===== config.mk =====
export PLATFORM = sky130hd
export DESIGN_NAME = mod_accumulator
export DESIGN_NICKNAME = d
export VERILOG_FILES = /design/src/rtl/mod_accumulator.sv
export SDC_FILE = /design/constraint.sdc
export NUM_CORES = 1
export LEC_CHECK = 0
export BUFFER_PORTS_ARGS = -buffer_cell sky130_fd_sc_hd__buf_2
export CAP_MARGIN = 25
export CORE_MARGIN = 3
export CORE_UTILIZATION = 40
export DETAILED_ROUTE_END_ITERATION = 8
export GPL_TIMING_DRIVEN = 0
export PLACE_DENSITY = 0.67
export SYNTH_ARGS = -nofsm -noshare
export SYNTH_HDL_FRONTEND = slang
export SYNTH_SLANG_ARGS = --single-unit
export TNS_END_PERCENT = 20

===== constraint.sdc =====
create_clock -name clk -period 4.2 [get_ports clk]
set_input_delay 0.21 -clock clk [delete_from_list [all_inputs] [get_ports clk]]
set_output_delay 0.21 -clock clk [all_outputs]
set_load 0.03 [all_outputs]

===== src/rtl/mod_accumulator.sv =====
// Sequential modular accumulator: sums a stream of len operands mod q over valid/ready.
// Optional MOD_ACC_INPUT_REDUCE_EN applies one conditional subtraction to each operand (x < 2q).
module mod_accumulator #(
    parameter int DATA_WIDTH  = 8,
    parameter int COUNT_WIDTH = 8
) (
    input  logic                   clk,
    input  logic                   rst,
    input  logic                   start,
    input  logic [COUNT_WIDTH-1:0] len,
    input  logic [DATA_WIDTH-1:0]  modulant,
    input  logic                   in_valid,
    output logic                   in_ready,
    input  logic [DATA_WIDTH-1:0]  in_data,
    output logic                   out_valid,
    input  logic                   out_ready,
    output logic [DATA_WIDTH-1:0]  out_data,
    output logic                   busy
);

    // Handshake: a beat moves on a rising edge where valid && ready are both high;
    // the source holds data stable while valid && !ready.

    typedef enum logic [1:0] {
        IDLE  = 2'd0,
        ACCUM = 2'd1,
        DONE  = 2'd2
    } state_t;

    localparam logic [COUNT_WIDTH-1:0] CNT_ONE = COUNT_WIDTH'(1);

    state_t                 state;
    logic [DATA_WIDTH-1:0]  acc;
    logic [DATA_WIDTH-1:0]  q_lat;
    logic [COUNT_WIDTH-1:0] cnt;
    logic [COUNT_WIDTH-1:0] len_lat;

    logic [DATA_WIDTH-1:0]  operand;
    logic [DATA_WIDTH:0]    sum;
    logic [DATA_WIDTH:0]    diff;
    logic [DATA_WIDTH-1:0]  acc_next;
    logic                   xfer;
    logic                   last_beat;

`ifdef MOD_ACC_INPUT_REDUCE_EN
    always_comb begin
        operand = in_data;
        if (in_data >= q_lat) begin
            operand = in_data - q_lat;
        end
    end
`else
    always_comb begin
        operand = in_data;
    end
`endif

    // Compare at DATA_WIDTH+1 bits so the carry out of acc + x takes part in the reduction.
    always_comb begin
        sum      = {1'b0, acc} + {1'b0, operand};
        diff     = sum - {1'b0, q_lat};
        acc_next = sum[DATA_WIDTH-1:0];
        if (sum >= {1'b0, q_lat}) begin
            acc_next = diff[DATA_WIDTH-1:0];
        end
    end

    assign in_ready  = (state == ACCUM);
    assign busy      = (state != IDLE);
    assign xfer      = in_valid && in_ready;
    assign last_beat = (cnt == (len_lat - CNT_ONE));

    always_ff @(posedge clk) begin
        if (rst) begin
            state     <= IDLE;
            acc       <= '0;
            cnt       <= '0;
            len_lat   <= '0;
            q_lat     <= '0;
            out_valid <= 1'b0;
            out_data  <= '0;
        end else begin
            case (state)
                IDLE: begin
                    out_valid <= 1'b0;
                    if (start) begin
                        len_lat <= len;
                        q_lat   <= modulant;
                        acc     <= '0;
                        cnt     <= '0;
                        if (len == '0) begin
                            state     <= DONE;
                            out_valid <= 1'b1;
                            out_data  <= '0;
                        end else begin
                            state <= ACCUM;
                        end
                    end
                end
                ACCUM: begin
                    if (xfer) begin
                        acc <= acc_next;
                        cnt <= cnt + CNT_ONE;
                        if (last_beat) begin
                            state     <= DONE;
                            out_valid <= 1'b1;
                            out_data  <= acc_next;
                        end
                    end
                end
                DONE: begin
                    if (out_ready) begin
                        state     <= IDLE;
                        out_valid <= 1'b0;
                    end
                end
                default: begin
                    state     <= IDLE;
                    out_valid <= 1'b0;
                end
            endcase
        end
    end

endmodule

==> results of run 1 <==
## routing by layer
metal / vias up / wire [um] / GRT usage (%)
li1: 1301 / - / -
met3: 8 / 234 / 3.23
met5: - / 0 / 0
met4: 0 / 83 / 4.06
met2: 48 / 3100 / 29.4
met1: 1174 / 2950 / 22.3
## power by group
part	switching, W	internal (W)
Combinational	0.000301	0.000226
Clock	0.000143	0.000193
Sequential	0.0000246	0.000433
## flip-flops by register name, indices dropped and copies added, names as in the netlist
| signal | count |
|---|---|
| out_data | 8 |
| len_lat | 8 |
| out_valid | 1 |
| state | 2 |
| cnt | 8 |
| q_lat | 8 |
| acc | 8 |
## layout make-up
class,count,area [sq um]
Tap cell,77,96.3
Clock inverter,2,35.0
Sequential cell,43,861
Fill cell,666,3350
Buffer,13,53.8
Multi-Input combinational cell,264,1770
Inverter,24,90.1
Timing Repair Buffer,39,195
Clock buffer,6,82.6
## logic make-up after synthesis
group           Yosys count
compound gates           93
xor+xnor                 21
fa+ha+maj                20
buf+inv                  37
flops                    43
mux                       8
simple gates            122
## cell usage after synthesis, drive strengths merged (2+ instances only)
library cell and n:
a211o 3, a211oi 7, a21boi 2, a21o 3, a21oi 35, a22oi 3
a2bb2oi 2, a31o 2, a31oi 3, buf 2, clkbuf 11, dfxtp 43
fa 2, ha 18, inv 24, mux2 3, mux2i 5, nand2 54
nand2b 2, nand3 5, nand4 9, nor2 26, nor2b 4, nor3 3
nor4 3, nor4b 2, o211a 2, o21a 3, o21ai 15, o21bai 3
o22ai 4, o31ai 2, or2 3, or3 4, or4 2, xnor2 11
xor2 10
## worst min-delay path: stages
cell,delay (ps)
buf_2,90
nand2_1,40
a21oi_1,50
## final timing paths
path	startpoint	end	cells after the start
setup / recovery	acc[0]	acc[0]	14
hold / removal	modulant[4]	q_lat[4]	3
setup reg to reg	acc[0]	acc[0]	14
hold reg to reg	out_data[7]	out_data[7]	2
## per-stage QoR
step           setup WS [ps]  util, %  hold slack, ps  std cells
6_report                 520     48.7             143        468
3_5_place_dp             527     46.9             452        460
5_1_grt                  281     48.7             149        468
2_1_floorplan            864        -             346        344
3_3_place_gp             508     46.9             445        460
4_1_cts                  529     48.7             141        468
## placed cells by master, fill, tap and decap left out, drive strengths merged, types with 4 or more instances in the layout
cell | synthesis | final
a211oi | 7 | 7
a21oi | 35 | 35
buf | 2 | 41
clkbuf | 11 | 17
dfxtp | 43 | 43
ha | 18 | 18
inv | 24 | 24
mux2i | 5 | 5
nand2 | 54 | 54
nand3 | 5 | 5
nand4 | 9 | 9
nor2 | 26 | 26
nor2b | 4 | 4
o21ai | 15 | 15
o22ai | 4 | 4
or3 | 4 | 4
xnor2 | 11 | 11
xor2 | 10 | 10
==> results.cfg, run 1 <==
[synth]
synth_edf_count = 0
synth_compound_area_share_pct = 21.9
yosysUniqueCellTypes = 53
syn_avg_cell_area_sq_um = 8.06
yosys.area_share.simple_pct = 22.3
yosys.area.top_type = dfxtp_1
synth_adder_area_share_pct = 9.57
synthArstFlopShare_pct = 0
ys_seq_elements = 43
synth.area.top_cells = dfxtp_1 (31%), ha_1 (8.1%), nand2_1 (7.3%)
synth_top_area_share_pct = 31.1
synth_mux_area_share_pct = 3.30
synth.yosys.warnings = 0
synth_top_family_by_area = simple AND/OR/NAND/NOR gates
syn_inst = 344
yosysSeqAreaShare_pct = 31.1
ys.flop_type = dfxtp_1
synth-xor-area-share_pct = 6.64
syn_nets = 393
netlist_area_sq_um = 2770

[clock_network]
clock_latency_ps = 290
holdBufCountCts = 0
cts_resized = 0
cts_root_buf = clkbuf_8
cts_sinks = 43
htree_levels = 2
postCtsSetupRepairBufs = 0
cts_tree = built
clock_tree.buffer_depth = 2
cts_buffers = 5
clk_pin_slew_ps = 90

[pwr]
power.leakage_nw = 1.35
ir_drop_mv = 0.239
finalPower_w = 0.00132
power_per_cell_area_nw_per_um2 = 415

[critical_path]
path_common_cell = ha_1
cp_slowest_stage_delay_ps = 440
cp_slowest_cell = fa_1
timing.critical_path.buf_inv = 1
critPathKind = flop to flop
cp_cell_sequence = ha_1 > fa_1 > a211oi_2 > o21bai_1 > a21oi_1 > xnor2_1 > ha_1 > a2111oi_2 > a211oi_1 > nand2b_1 > buf_2 > mux2_4 > o21ai_0 > o211a_1
cpLargestDelayFamily = compound AO/OA/AOI/OAI gates
critPathArrivalTime_ps = 3920
r2r_slack_ps = 520
cp.required_ps = 4440
path_max_fanout = 7
endpoint_kind = flop
critPathLaunchType = flop

[grt]
grt_usage_pct = 17.2
grt_pass1_vias = 2381
grt_start_max_net_pins = 14
grt_overflow = 0
grt_pass1_wl_mm = 10.8
antenna_found_initial = 0

[job]
maxCapViolCount = 0

[timing]
finalSetupTns_ps = 0
fin_crit_sh_pct = 87.6
hold_viol = 0
slew_headroom_pct = 63.7
fin_worst_skew_ps = 6.84
rsz0062_at_grt = no
period_minus_slack_ps = 3680
report.final.slew_viol_count = 0
fmax_ghz = 0.272
worst_pin_slew_ps = 545
setup_violations = 0

[floorplan]
rows = 29
die_w_um = 89.2
ios = 40
start_util_pct = 42.4
coreArea_sq_um = 6530
die_h_um = 89.2
dieArea_sq_um = 7960

[cells_and_area]
drive_gt1_share_pct = 16.1
fin_nets = 439
area.growth.synth_to_final_pct = 14.8
antenna_cells = 0
final_cell_area_sq_um = 3180

[status]
status = finished clean

[worst_hold_path]
min_path_type = input pin to flop

[detailed_routing]
drt-total-wl_mm = 6.36
drtPass1Iterations = 4
post_drt_wl_per_cell_um = 13.6
drt-vias-per-instance = 5.41
drt_iter0_drc = 125
drc = 0
drtAntennaViolNets = 0
vias = 2531

[place]
place_congestion = 0.890
place_area_sq_um = 3060
hpwl_mm = 5.16
io_buffers = 39
No activity file was read; power rests on OpenSTA's default activity.
==> inputs of run 2 (changes only) <==
--- a/config.mk
+++ b/config.mk
@@ -9,9 +9,10 @@
 export CAP_MARGIN = 25
 export CORE_MARGIN = 3
 export CORE_UTILIZATION = 40
+export CTS_CLUSTER_DIAMETER = 60
 export DETAILED_ROUTE_END_ITERATION = 8
 export GPL_TIMING_DRIVEN = 0
-export PLACE_DENSITY = 0.67
+export PLACE_DENSITY_LB_ADDON = 0.25
 export SYNTH_ARGS = -nofsm -noshare
 export SYNTH_HDL_FRONTEND = slang
 export SYNTH_SLANG_ARGS = --single-unit
==> run 2 against run 1 <==
  * Final cell count did not move
  * Non-clock buffer count did not move
  * Clock skew fell by 0.75 ps
  * Die area did not move
  * Global-route usage rose by 0.39 points
  * Core utilization did not move
  * Setup slack got worse by 0.61 ps
  * Via count fell by 0.83%
  * Largest cell class unchanged
  * Highest routed layer unchanged
==> results.cfg, run 2 (synthesized netlist as in run 1, its figures left out) <==
[clock_network]
clock_latency_ps = 300
holdBufCountCts = 0
htree_levels = 2
postCtsSetupRepairBufs = 0
cts_buffers = 5
cts_tree = built
cts_root_buf = clkbuf_8
cts_resized = 0
clock_tree.buffer_depth = 2
cts_sinks = 43
clk_pin_slew_ps = 80

[worst_hold_path]
min_path_type = input pin to flop
whs_path_depth = 3
worst_hold_startpoint = modulant[4]
hold_end = q_lat[4]

[cells_and_area]
final_cell_area_sq_um = 3180
fin_cells = 468
most-common-layout-cells = nand2_1 (54), dfxtp_1 (43), buf_2 (40)
fin_nets = 439
antenna_cells = 0
area.growth.synth_to_final_pct = 14.8
drive_gt1_share_pct = 16.1
utilization_pct = 48.7
final_common_cell = nand2_1

[critical_path]
cpLargestDelayFamily = compound AO/OA/AOI/OAI gates
cp_slowest_cell = fa_1
critPathArrivalTime_ps = 3920
critPathKind = flop to flop
timing.critical_path.buf_inv = 1
rr_worst_depth = 14
cp_slowest_stage_delay_ps = 440
cp.required_ps = 4440
endpoint_kind = flop
path_max_fanout = 7
path_common_cell = ha_1
rr_endpoint = acc[0]
critPathLaunchType = flop
reg2reg_from = acc[0]
cp_cell_sequence = ha_1 > fa_1 > a211oi_2 > o21bai_1 > a21oi_1 > xnor2_1 > ha_1 > a2111oi_2 > a211oi_1 > nand2b_1 > buf_2 > mux2_4 > o21ai_0 > o211a_1
r2r_slack_ps = 520

[floorplan]
coreArea_sq_um = 6530
die_w_um = 89.2
start_util_pct = 42.4
dieArea_sq_um = 7960
rows = 29
die_h_um = 89.2
ios = 40

[place]
place_area_sq_um = 3060
io_buffers = 39
hpwl_mm = 5.19
place_congestion = 0.879
dpl.cell_count = 460

[timing]
fmax_ghz = 0.272
slew_headroom_pct = 61.6
setup_violations = 0
period_minus_slack_ps = 3680
report.final.slew_viol_count = 0
hold_viol = 0
finalSetupTns_ps = 0
fin_crit_sh_pct = 87.6
fin_worst_skew_ps = 6.09
rsz0062_at_grt = no
worst_pin_slew_ps = 574

[detailed_routing]
drtAntennaViolNets = 0
drt-total-wl_mm = 6.55
drc = 0
drt-vias-per-instance = 5.36
drt_iter0_drc = 73
post_drt_wl_per_cell_um = 14.0
vias = 2510
drtPass1Iterations = 4

[grt]
antenna_found_initial = 0
grt_usage_pct = 17.5
grt_overflow = 0
grt_pass1_wl_mm = 11.0
grt_start_max_net_pins = 14
grt_pass1_vias = 2397

[pwr]
finalPower_w = 0.00133
power.leakage_nw = 1.35
ir_drop_mv = 0.226
power_per_cell_area_nw_per_um2 = 417

[status]
status = finished clean

[job]
maxCapViolCount = 0
==> run 2: cell counts in the layout (fill, tap and decap cells not counted) <==
No cell type changed its count.
==> run 2: worst reg2reg max path, cell delays in order, from the launching register on <==
cell and delay [ps]:
dfxtp_1 320, ha_1 200, fa_1 440, a211oi_2 270, o21bai_1 110, a21oi_1 180, xnor2_1 170, ha_1 320
a2111oi_2 430, a211oi_1 160, nand2b_1 180, buf_2 190, mux2_4 330, o21ai_0 160, o211a_1 170
==> run 2: per-stage QoR <==
stage	hold WS [ps]	setup WS, ps
4_1_cts	140	515
3_3_place_gp	446	509
6_report	145	520
3_5_place_dp	451	502
2_1_floorplan	346	864
5_1_grt	147	291
==> run 2: layer usage <==
layer  track usage (%)  share of wire, %  vias to the layer above
li1                  -                 -                     1310
met1              23.6                48                     1145
met2              29.0                47                       45
met3              3.32               3.5                       10
met4              4.19               1.1                        0
met5                 0                 0                        -
==> run 2: worst max path at each step <==
stage          slack (ps)          end  cells after the start  startpoint
2_1_floorplan         860  out_data[0]                     14      acc[0]
3_3_place_gp          510  out_data[0]                     15  in_data[0]
3_5_place_dp          500  out_data[1]                     15  in_data[0]
4_1_cts               520  out_data[1]                     14      acc[0]
5_1_grt               290  out_data[1]                     14      acc[0]
6_report              520       acc[0]                     14      acc[0]
==> run 2: area by class of cell <==
cell class,instances,area [sq um]
repair buffers,39,195
well taps,77,96.3
multi-input cells,264,1770
fillers,665,3350
inverters,24,90.1
plain buffers,13,53.8
clock inverters,2,35.0
flip-flops and latches,43,861
clock buffers,6,82.6
==> run 2: power breakdown <==
| part | leakage [nW] | internal, W | switching (W) |
|---|---|---|---|
| sequential | 0.350 | 0.000433 | 0.0000244 |
| clock | 0.0612 | 0.000193 | 0.000146 |
| combinational | 0.936 | 0.000226 | 0.000305 |
| total | 1.35 | 0.000852 | 0.000476 |
==> inputs of run 3 (changes only) <==
--- a/config.mk
+++ b/config.mk
@@ -5,12 +5,12 @@
 export SDC_FILE = /design/constraint.sdc
 export NUM_CORES = 1
 export LEC_CHECK = 0
-export BUFFER_PORTS_ARGS = -buffer_cell sky130_fd_sc_hd__buf_2
 export CAP_MARGIN = 25
 export CORE_MARGIN = 3
-export CORE_UTILIZATION = 40
+export CORE_UTILIZATION = 30
 export CTS_CLUSTER_DIAMETER = 60
 export DETAILED_ROUTE_END_ITERATION = 8
+export DONT_BUFFER_PORTS = 1
 export GPL_TIMING_DRIVEN = 0
 export PLACE_DENSITY_LB_ADDON = 0.25
 export SYNTH_ARGS = -nofsm -noshare
==> run 3 against run 2 <==
  * Clock skew is 3.9 ps higher
  * Final cell count down 1.7%
  * Sequential power increased by 1%
  * Sequential share of layout area is 1.6 points higher
  * Core utilization fell by 15 points
  * Die area grew 31%
  * Register-to-register slack hardly changed
  * Global-route usage decreased by 3.7 points
  * Final area down 5.7%
==> results.cfg, run 3 (synthesized netlist as in run 1, its figures left out) <==
[status]
status = finished clean

[detailed_routing]
drt-vias-per-instance = 5.09
drtAntennaViolNets = 0
drtPass1Iterations = 4
dr.max_layer_used = met4
vias = 2341
post_drt_wl_per_cell_um = 14.6
drc = 0
route.met2.wl_mm = 3.24
met1Wirelength_mm = 3.08
drt-total-wl_mm = 6.72
wl_met3_um = 352
drt_iter0_drc = 123

[floorplan]
rows = 34
die_h_um = 102
start_util_pct = 31.3
ios = 40
dieArea_sq_um = 10400
coreArea_sq_um = 8850
die_w_um = 102

[clock_network]
cts_tree = built
htree_levels = 2
cts_buffers = 5
cts_root_buf = clkbuf_8
clock_tree.buffer_depth = 2
clock_latency_ps = 300
cts_sinks = 43
postCtsSetupRepairBufs = 0
clk_pin_slew_ps = 100
cts_resized = 0
holdBufCountCts = 0

[timing]
setup_violations = 0
hold_viol = 0
fmax_ghz = 0.272
period_minus_slack_ps = 3680
worst_pin_slew_ps = 562
slew_headroom_pct = 62.2
fin_worst_skew_ps = 10.0
fin_crit_sh_pct = 87.6
rsz0062_at_grt = no
finalSetupTns_ps = 0
report.final.slew_viol_count = 0

[pwr]
power_per_cell_area_nw_per_um2 = 418
ir_drop_mv = 0.202
finalPower_w = 0.00125
power.leakage_nw = 1.16

[critical_path]
cp.required_ps = 4450
r2r_slack_ps = 520
critPathArrivalTime_ps = 3930
endpoint_kind = flop
path_max_fanout = 7
critPathLaunchType = flop
critPathKind = flop to flop

[cells_and_area]
area.growth.synth_to_final_pct = 8.22
drive_gt1_share_pct = 6.82
fin_nets = 400
fin_cells = 460
most-common-layout-cells = nand2_1 (54), dfxtp_1 (43), a21oi_1 (35)
antenna_cells = 0
utilization_pct = 33.9
final_cell_area_sq_um = 3000
final_common_cell = nand2_1

[grt]
grt_overflow = 0
antenna_found_initial = 0
grt_usage_pct = 13.8
grt_start_max_net_pins = 16
grt_pass1_wl_mm = 11.2
grt_pass1_vias = 2249

[place]
place_congestion = 0.835
dpl.cell_count = 452
hpwl_mm = 5.48
io_buffers = 0
place_area_sq_um = 2910

[worst_hold_path]
min_path_type = input pin to flop

[job]
maxCapViolCount = 0
run 3: changes by cell type in the layout (fill, tap and decap cells not counted), sizes merged:
cell,before,now
bufinv,1,0
inv,24,25
clkinvlp,0,2
buf,41,2
clkbuf,17,16
clkinv,1,0
run 3: worst max-delay path: stages, from the launching register on:
cell and delay [ps]:
dfxtp_1 320, ha_1 210, fa_1 430, a211oi_2 260
o21bai_1 110, a21oi_1 190, xnor2_1 170, ha_1 320
a2111oi_2 420, a211oi_1 170, nand2b_1 180, buf_2 190
mux2_4 330, o21ai_0 160, o211a_1 170
run 3: final timing paths:
kind                            cells after the start         from       end
worst max-delay path                               14       acc[0]    acc[1]
worst min register to register                      2     q_lat[6]  q_lat[6]
worst max register to register                     14       acc[0]    acc[1]
worst min-delay path                                2  modulant[4]  q_lat[4]
run 3: stage by stage:
step | hold WS, ps | worst slack [ps]
6_report | 31.9 | 519
5_1_grt | 31.5 | 191
4_1_cts | 26.0 | 511
3_5_place_dp | 355 | 539
3_3_place_gp | 351 | 521
2_1_floorplan | 346 | 864
run 3: where the power goes:
part           internal (W)  switching (W)
Sequential         0.000433      0.0000292
Combinational      0.000214       0.000296
Clock              0.000119       0.000161
run 3: final cells by class:
cell class,instances,area [sq um]
clock buffers,5,68.8
well taps,108,135
flip-flops and latches,43,861
multi-input cells,264,1770
clock inverters,3,23.8
inverters,24,90.1
plain buffers,13,53.8
fillers,971,5850
run 3: layer usage:
layer	vias to the layer above	GRT usage, %
li1	1230	-
met1	1069	17.9
met2	35	23.1
met3	7	3.69
met4	0	3.03
met5	-	0
